File: config.mk
export PLATFORM = sky130hd
export DESIGN_NAME = alu_op_sequencer_flat
export DESIGN_NICKNAME = d
export VERILOG_FILES = /design/src/rtl/alu_op_sequencer_if.sv /design/src/rtl/alu_op_sequencer.sv /design/src/flat_wrapper.sv
export SDC_FILE = /design/constraint.sdc
export NUM_CORES = 1
export LEC_CHECK = 0
export CORE_AREA = 2 2 49 51
export CTS_CLUSTER_SIZE = 40
export DETAILED_ROUTE_END_ITERATION = 8
export DIE_AREA = 0 0 51 53
export GPL_TIMING_DRIVEN = 0
export PLACE_DENSITY = 0.82
export SLEW_MARGIN = 20
export SYNTH_ARGS = -nofsm -noshare
export SYNTH_HDL_FRONTEND = slang
export SYNTH_SLANG_ARGS = --single-unit
File: constraint.sdc
create_clock -name Clk -period 1.75 [get_ports Clk]
set_input_delay 0.35 -clock Clk [delete_from_list [all_inputs] [get_ports Clk]]
set_output_delay 0.35 -clock Clk [all_outputs]
set_load 0.02 [all_outputs]
File: src/rtl/alu_op_sequencer_if.sv
// Decode-to-execute handshake bundle for alu_op_sequencer.
// master = decode/execute side, slave = sequencer.
interface alu_op_sequencer_if #(
  parameter int unsigned CTRL_W = 4
);
  logic              InValid;
  logic              InReady;
  logic [3:0]        ALUOp;
  logic [31:0]       Instruction;
  logic              OutValid;
  logic              OutReady;
  logic [CTRL_W-1:0] ALUControl;
  logic              Illegal;
  logic              Busy;

  modport master (
    output InValid, ALUOp, Instruction, OutReady,
    input  InReady, OutValid, ALUControl, Illegal, Busy
  );

  modport slave (
    input  InValid, ALUOp, Instruction, OutReady,
    output InReady, OutValid, ALUControl, Illegal, Busy
  );
endinterface

File: src/rtl/alu_op_sequencer.sv
// Registered ALU control decoder with valid/ready handshake and multi-cycle occupancy tracking.
// Optional macro ALU_DIV_EN enables R-type DIV (funct 011010) with DIV_LAT occupancy.
module alu_op_sequencer #(
  parameter int unsigned CTRL_W  = 4,
  parameter int unsigned FUNCT_W = 6,
  parameter int unsigned MUL_LAT = 4,
  parameter int unsigned DIV_LAT = 8
) (
  input logic               Clk,
  input logic               Rst_n,
  alu_op_sequencer_if.slave bus
);

  localparam int unsigned MaxLat = (MUL_LAT > DIV_LAT) ? MUL_LAT : DIV_LAT;
  localparam int unsigned CntW   = $clog2(MaxLat + 1);

  localparam logic [CntW-1:0]   MulLoad = CntW'(MUL_LAT - 1);
  localparam logic [CTRL_W-1:0] CtrlAnd = CTRL_W'(0);
  localparam logic [CTRL_W-1:0] CtrlOr  = CTRL_W'(1);
  localparam logic [CTRL_W-1:0] CtrlAdd = CTRL_W'(2);
  localparam logic [CTRL_W-1:0] CtrlMul = CTRL_W'(3);
  localparam logic [CTRL_W-1:0] CtrlSub = CTRL_W'(6);
  localparam logic [CTRL_W-1:0] CtrlSlt = CTRL_W'(7);
`ifdef ALU_DIV_EN
  localparam logic [CntW-1:0]   DivLoad = CntW'(DIV_LAT - 1);
  localparam logic [CTRL_W-1:0] CtrlDiv = CTRL_W'(8);
`endif

  typedef enum logic [1:0] {StIdle, StHold, StBusy} state_e;

  state_e            state_q, state_d;
  logic [CTRL_W-1:0] ctrl_q, ctrl_d;
  logic              illegal_q, illegal_d;
  logic [CntW-1:0]   load_q, load_d;   // occupancy-1 of the held op; 0 means single-cycle
  logic [CntW-1:0]   cnt_q, cnt_d;

  logic [CTRL_W-1:0]  dec_ctrl;
  logic               dec_illegal;
  logic [CntW-1:0]    dec_load;
  logic [FUNCT_W-1:0] funct;
  logic               multi;
  logic               unused_instr;

  assign funct        = bus.Instruction[FUNCT_W-1:0];
  assign unused_instr = ^bus.Instruction[31:FUNCT_W];
  assign multi        = (load_q != '0);

  always_comb begin
    dec_ctrl    = CtrlAdd;
    dec_illegal = 1'b0;
    dec_load    = '0;
    unique case (bus.ALUOp)
      4'b0000: dec_ctrl = CtrlAdd;
      4'b0001: dec_ctrl = CtrlSub;
      4'b0011: begin
        dec_ctrl = CtrlMul;
        dec_load = MulLoad;
      end
      4'b0100: dec_ctrl = CtrlAnd;
      4'b0101: dec_ctrl = CtrlOr;
      4'b0111: dec_ctrl = CtrlSlt;
      4'b0010: begin
        if      (funct == FUNCT_W'(6'b100000)) dec_ctrl = CtrlAdd;
        else if (funct == FUNCT_W'(6'b100010)) dec_ctrl = CtrlSub;
        else if (funct == FUNCT_W'(6'b100100)) dec_ctrl = CtrlAnd;
        else if (funct == FUNCT_W'(6'b100101)) dec_ctrl = CtrlOr;
        else if (funct == FUNCT_W'(6'b101010)) dec_ctrl = CtrlSlt;
        else if (funct == FUNCT_W'(6'b000010)) begin
          dec_ctrl = CtrlMul;
          dec_load = MulLoad;
        end
`ifdef ALU_DIV_EN
        else if (funct == FUNCT_W'(6'b011010)) begin
          dec_ctrl = CtrlDiv;
          dec_load = DivLoad;
        end
`endif
        else dec_illegal = 1'b1;
      end
      default: dec_illegal = 1'b1;
    endcase
  end

  always_comb begin
    state_d   = state_q;
    ctrl_d    = ctrl_q;
    illegal_d = illegal_q;
    load_d    = load_q;
    cnt_d     = cnt_q;
    unique case (state_q)
      StIdle: begin
        if (bus.InValid) begin
          ctrl_d    = dec_ctrl;
          illegal_d = dec_illegal;
          load_d    = dec_load;
          state_d   = StHold;
        end
      end
      StHold: begin
        if (bus.OutReady) begin
          if (multi) begin
            state_d = StBusy;
            cnt_d   = load_q;
          end else if (bus.InValid) begin
            ctrl_d    = dec_ctrl;
            illegal_d = dec_illegal;
            load_d    = dec_load;
          end else begin
            state_d = StIdle;
          end
        end
      end
      StBusy: begin
        // Leave on the last busy cycle; never counts below 1.
        if (cnt_q <= CntW'(1)) begin
          state_d = StIdle;
          cnt_d   = '0;
        end else begin
          cnt_d = cnt_q - CntW'(1);
        end
      end
      default: state_d = StIdle;
    endcase
  end

  always_ff @(posedge Clk or negedge Rst_n) begin
    if (!Rst_n) begin
      state_q   <= StIdle;
      ctrl_q    <= '0;
      illegal_q <= 1'b0;
      load_q    <= '0;
      cnt_q     <= '0;
    end else begin
      state_q   <= state_d;
      ctrl_q    <= ctrl_d;
      illegal_q <= illegal_d;
      load_q    <= load_d;
      cnt_q     <= cnt_d;
    end
  end

  // InReady is gated by reset so it reads 0 while Rst_n is held low.
  assign bus.InReady    = Rst_n && ((state_q == StIdle) ||
                                    ((state_q == StHold) && !multi && bus.OutReady));
  assign bus.OutValid   = (state_q == StHold);
  assign bus.Busy       = (state_q == StBusy);
  assign bus.ALUControl = ctrl_q;
  assign bus.Illegal    = illegal_q;

endmodule

File: src/flat_wrapper.sv
// flat-port wrapper written by rule: the top's interface ports become plain ports
module alu_op_sequencer_flat 
#(
  parameter int unsigned CTRL_W  = 4,
  parameter int unsigned FUNCT_W = 6,
  parameter int unsigned MUL_LAT = 4,
  parameter int unsigned DIV_LAT = 8
)
  (Clk, Rst_n, bus_InValid, bus_ALUOp, bus_Instruction, bus_OutReady, bus_InReady, bus_OutValid, bus_ALUControl, bus_Illegal, bus_Busy);
  alu_op_sequencer_if #(.CTRL_W(CTRL_W)) bus_i ();
  input logic Clk;
  input logic Rst_n;
  input wire logic [$bits(bus_i.InValid)-1:0] bus_InValid;
  input wire logic [$bits(bus_i.ALUOp)-1:0] bus_ALUOp;
  input wire logic [$bits(bus_i.Instruction)-1:0] bus_Instruction;
  input wire logic [$bits(bus_i.OutReady)-1:0] bus_OutReady;
  output wire logic [$bits(bus_i.InReady)-1:0] bus_InReady;
  output wire logic [$bits(bus_i.OutValid)-1:0] bus_OutValid;
  output wire logic [$bits(bus_i.ALUControl)-1:0] bus_ALUControl;
  output wire logic [$bits(bus_i.Illegal)-1:0] bus_Illegal;
  output wire logic [$bits(bus_i.Busy)-1:0] bus_Busy;
  assign bus_i.InValid = bus_InValid;
  assign bus_i.ALUOp = bus_ALUOp;
  assign bus_i.Instruction = bus_Instruction;
  assign bus_i.OutReady = bus_OutReady;
  assign bus_InReady = bus_i.InReady;
  assign bus_OutValid = bus_i.OutValid;
  assign bus_ALUControl = bus_i.ALUControl;
  assign bus_Illegal = bus_i.Illegal;
  assign bus_Busy = bus_i.Busy;
  alu_op_sequencer #(.CTRL_W(CTRL_W), .FUNCT_W(FUNCT_W), .MUL_LAT(MUL_LAT), .DIV_LAT(DIV_LAT)) u_core (.Clk(Clk), .Rst_n(Rst_n), .bus(bus_i));
endmodule
### Word level (Yosys, flattened, before mapping)

Cells that the tools add are included.

| cells by class | value |
|---|---|
| add/sub/neg operators | 1 |
| order comparisons | 1 |
| eq/ne operators | 20 |
| muxes and demuxes | 43 |
| reductions and logical operators | 14 |

Operators by type and width:

| kind | number |
|---|---|
| $mux W4 | 19 |
| $pmux W4 S2 | 4 |
| $eq A6 B6 Y1 const B | 5 |
| $pmux W4 S6 | 1 |
| $eq A4 B3 Y1 const B | 3 |
| $mux W2 | 6 |
| $mux W1 | 10 |
| $eq A4 B2 Y1 const B | 2 |
| $eq A6 B2 Y1 const B | 1 |
| $ne A2 B2 Y1 const B | 3 |
| $pmux W2 S3 | 1 |
| $reduce_and A3 Y1 | 2 |
| $reduce_or A6 Y1 | 1 |
| $eq A4 B1 Y1 const B | 1 |
| $le A4 B1 Y1 const B | 1 |
| $logic_not A4 Y1 | 1 |
| $ne A2 B1 Y1 const B | 2 |
| $pmux W1 S2 | 2 |
| $reduce_and A4 Y1 | 1 |
| $reduce_bool A2 Y1 | 2 |
| $reduce_bool A4 Y1 | 1 |
| $sub A4 B1 Y4 const B | 1 |
| $logic_and A1 B1 Y1 | 3 |
| $ne A3 B2 Y1 const B | 1 |
| other kinds (5) | 5 |

| storage, ports and cells | value |
|---|---|
| flip-flop bits (word level) | 15 |
| bits of input ports | 40 |
| output and inout port bits | 8 |
| logic and storage cells | 84 |

### Longest topological paths before layout

| logic depth | value |
|---|---|
| depth in word-level cells | 12 |
| depth in mapped cells | 6 |

### Worst setup path before layout

No wires, ideal clock.

| timing | value |
|---|---|
| path kind | register to register |
| start point | reg u_core.state_q[0] |
| end point | reg u_core.cnt_q[2] |
| library setup time | 0.123 ns |
| arrival time | 1.217 ns |
| setup slack | 0.410 ns |
| stages on the path, launching flop included | 5 |
| cells stage by stage | dfrtp_1 nor2b_1 a31oi_1 o21ai_1 o21ai_1 |

| on the way | value |
|---|---|
| word-level cells in the longest chain between the ends | 3 |
| elaborated cells on any way between the ends | 7 |

Ends and longest elaborated chain:

| what | line | RTL |
|---|---|---|
| start, declared | alu_op_sequencer.sv:31 | `state_e state_q, state_d;` |
| start signal, assigned | alu_op_sequencer.sv:128 | `state_q <= StIdle;` |
| start signal, assigned | alu_op_sequencer.sv:134 | `state_q <= state_d;` |
| $eq A2 B1 Y1 * | n/a |  |
| via bus_OutValid | flat_wrapper.sv:18 | `output wire logic [$bits(bus_i.OutValid)-1:0] bus_OutValid;` |
| $ne A2 B1 Y1 (no source line) (tied with other cells) | n/a |  |
| $reduce_and A3 Y1 (no source line) | n/a |  |
| end signal, assigned | alu_op_sequencer.sv:138 | `cnt_q <= cnt_d;` |
| end, declared | alu_op_sequencer.sv:35 | `logic [CntW-1:0] cnt_q, cnt_d;` |

Mark *: on every way through the listed nets, which the timed path passes. The rest lies on a longest branch.
A chain may end at the register's enable or synchronous reset.

### Worst setup path after layout

| timing | value |
|---|---|
| start point | reg u_core.state_q[0] |
| end point | out bus_Busy |

| on the way | value |
|---|---|
| word-level cells in the longest chain between the ends | 1 |

Ends and longest elaborated chain:

| what | line | RTL |
|---|---|---|
| $eq A2 B2 Y1 | alu_op_sequencer.sv:146 | `assign bus.Busy = (state_q == StBusy);` |
| end, declared | flat_wrapper.sv:21 | `output wire logic [$bits(bus_i.Busy)-1:0] bus_Busy;` |

No other way between the ends.

==> results.ini <==
[grt]
track_usage_pct = 12.6
grt_pass1_vias = 650
grt-ovfl-total = 0
antenna_found_initial = 0
grt_start_max_net_pins = 13
grt_first_pass_wirelength_um = 2580

[synthesis]
synth_common_cells = dfrtp_1 (11), nand2_1 (8), o21ai_1 (6)
async_reset_ff_share_pct = 100
synth_compound_area_share_pct = 20.8
synth_top_family_by_area = simple AND/OR/NAND/NOR gates
synth_top_area_share_pct = 37.8
synthMuxAreaShare_pct = 1.37
syn_area_per_cell_um2 = 8.88
yosys_warnings = 0
syn-num-nets = 124
yosys_register_bits = 11
syn_inst = 82
synth-edff-count = 0
yosysSeqAreaShare_pct = 37.8
synth_ff_type = dfrtp_1
synth-adder-area-share_pct = 3.44
synth.area.top_cells = dfrtp_1 (38%), nor2b_1 (4.3%), o21ai_1 (4.1%)
syn_area_um2 = 728
synth_top_area_cell = dfrtp_1
synth_xor_area_share_pct = 2.41
yosysMostFrequentCell = dfrtp_1
yosys.cell_types.count = 34
synthSimpleGateAreaFrac_pct = 29.4

[route]
wirelength_um = 1590
drtIter0Drc = 5
via_count = 699
first_pass_iters = 4
route.detailed.drc = 0
vias_per_cell = 5.18
ant_nets = 0
wl_per_cell_um = 11.8

[place]
gp_congestion = 0.836
dpl.hpwl_um = 1240
dpl_worst_slack_ps = -620
port_buffers = 20

[timing]
period_needed_ps = 1650
setup_tns_ps = 0
clock.fmax_ghz = 0.606
slew_headroom_pct = 66.0
setup_violations = 0
hold_slack_ps = 494
fin_crit_sh_pct = 94.3
worst_clock_skew_ps = 2.04
rsz0062_at_grt = false
hold_violations = 0
maxSlewViolCount = 0
worst_slack_ps = 99.8
worstMarginPinSlew_ps = 506

[hold_path]
whs_endpoint = u_core.bus.ALUControl[2]$_DFFE_PN0P_
hold_path_class = reg -> reg
min_path_cells = 2
worstHoldStart = u_core.bus.ALUControl[2]$_DFFE_PN0P_

[floorplanning]
dieArea_um2 = 2700
die_w_um = 51
fp.dieH_um = 53
rows = 17
start_util_pct = 33.9
core-area_um2 = 2150
io_pins = 48

[power]
power_density_nw_per_um2 = 829
p_leak_nw = 0.430
ir_drop_mv = 0.437

[worst_setup_path]
critPathRequiredTime_ps = 1400
start_kind = flop
path_max_fanout = 7
path_cells = nor2b_1 > buf_2 > clkdlybuf4s15_1
r2r_end = u_core.cnt_q[3]$_DFFE_PN0P_
arrival_ps = 1300
r2r-start = u_core.cnt_q[0]$_DFFE_PN0P_
reg2regPathDepth = 6
critical_path_class = reg -> out
crit_slowest_cell = dfrtp_1
max_stage_delay_ps = 430
end_kind = primary output
r2r_setup_slack_ps = 330

[cts]
clk_pin_slew_ps = 80
numCtsBuffers = 3
clk_latency_ps = 270
cts_root_buf = clkbuf_4
htreeDepth = 1
cts_setup_buffers = 0
cts_tree = yes
clock-sinks = 11
clock_path_buffers = 2

[job]
maxCapViolCount = 0

[final_layout]
post-route-util_pct = 46.7
syn2layout_area_growth_pct = 37.6
final.fill_count = 225
layout.nets = 150
layout-drive-gt1-share_pct = 11.2
n_antenna_cell = 0

[outcome]
status = completed

==> registers in the layout, summed over array words and instances (netlist names) <==
signal and flops:
u_core.load_q 1, u_core.state_q 2, u_core.bus.ALUControl 3, u_core.cnt_q 4, u_core.bus.Illegal 1
==> cell families after synthesis <==
kind of cell / after synthesis
flops: 11
mux: 1
xor+xnor: 2
buf+inv: 7
other cells: 1
compound gates: 23
fa+ha+maj: 2
simple gates: 35
==> cell type report <==
cell class	count	area (µm²)	area share, %
Timing Repair Buffer	21	204	20.3
Buffer	2	12.5	1.25
Clock buffer	3	22.5	2.25
Clock inverter	1	5.00	0.499
Tap cell	28	35.0	3.50
Multi-Input combinational cell	64	429	42.8
Inverter	5	18.8	1.87
Sequential cell	11	275	27.5
==> worst max-delay path by stage <==
| stage | startpoint | end | cells past startpoint |
|---|---|---|---|
| floorplan | u_core.state_q[0]$_DFFE_PN0P_ | u_core.cnt_q[2]$_DFFE_PN0P_ | 4 |
| global placement | Rst_n | bus_InReady | 3 |
| detailed placement | Rst_n | bus_InReady | 3 |
| CTS | Rst_n | bus_InReady | 3 |
| global route | u_core.state_q[1]$_DFFE_PN0P_ | bus_Busy | 3 |
| finish | u_core.state_q[0]$_DFFE_PN0P_ | bus_Busy | 3 |
==> report_power, final <==
group | switching, W | internal, W | total (W)
logic | 0.000149 | 0.000134 | 0.000283
clock network | 0.0000977 | 0.0000846 | 0.000182
registers | 0.0000541 | 0.000312 | 0.000366
total | 0.000301 | 0.000530 | 0.000831
==> routing by layer <==
metal  vias up  routed length [µm]  GRT usage, %
li1        347                   -             -
met1       325                 689          13.0
met2        23                 783          22.7
met3         4                  95          4.52
met4         0                  25          5.86
met5         -                   0             0
==> timing repair <==
| item | in CTS | in global routing |
|---|---|---|
| endpoints found under the hold margin | 0 | 11 |
| setup endpoints to repair | 3 | 2 |
| gates resized for setup | 10 | 2 |
| hold buffers | 0 | 1 |
==> layout by cell type (no fill, tap or decap), types with 2 or more instances in the layout <==
cell,count
o21a_1,3
xnor2_1,2
clkbuf_4,3
nor2_1,3
a21oi_1,5
inv_1,4
o31ai_1,2
nand3_1,4
ha_1,2
o21ai_1,6
dfrtp_1,11
nand2_1,8
nor4b_1,2
nor3_1,3
clkdlybuf4s50_1,15
nor2b_1,4
dlygate4sd2_1,2
or3_1,3
==> metrics by stage <==
step | cell area [µm²] | instances | total power [W]
floorplan | 728 | 82 | 0.000527
global placement | 963 | 130 | 0.000641
detailed placement | 963 | 130 | 0.000659
CTS | 996 | 134 | 0.000838
global route | 1000 | 135 | 0.000898
finish | 1000 | 135 | 0.000831
==> worst max-delay path: cells and delay by family (launching register included) <==
| family | cells | cell delay (ps) |
|---|---|---|
| simple gates | 1 | 110 |
| flops | 1 | 430 |
| buf+inv | 2 | 490 |
No activity file was read; power rests on OpenSTA's default activity.
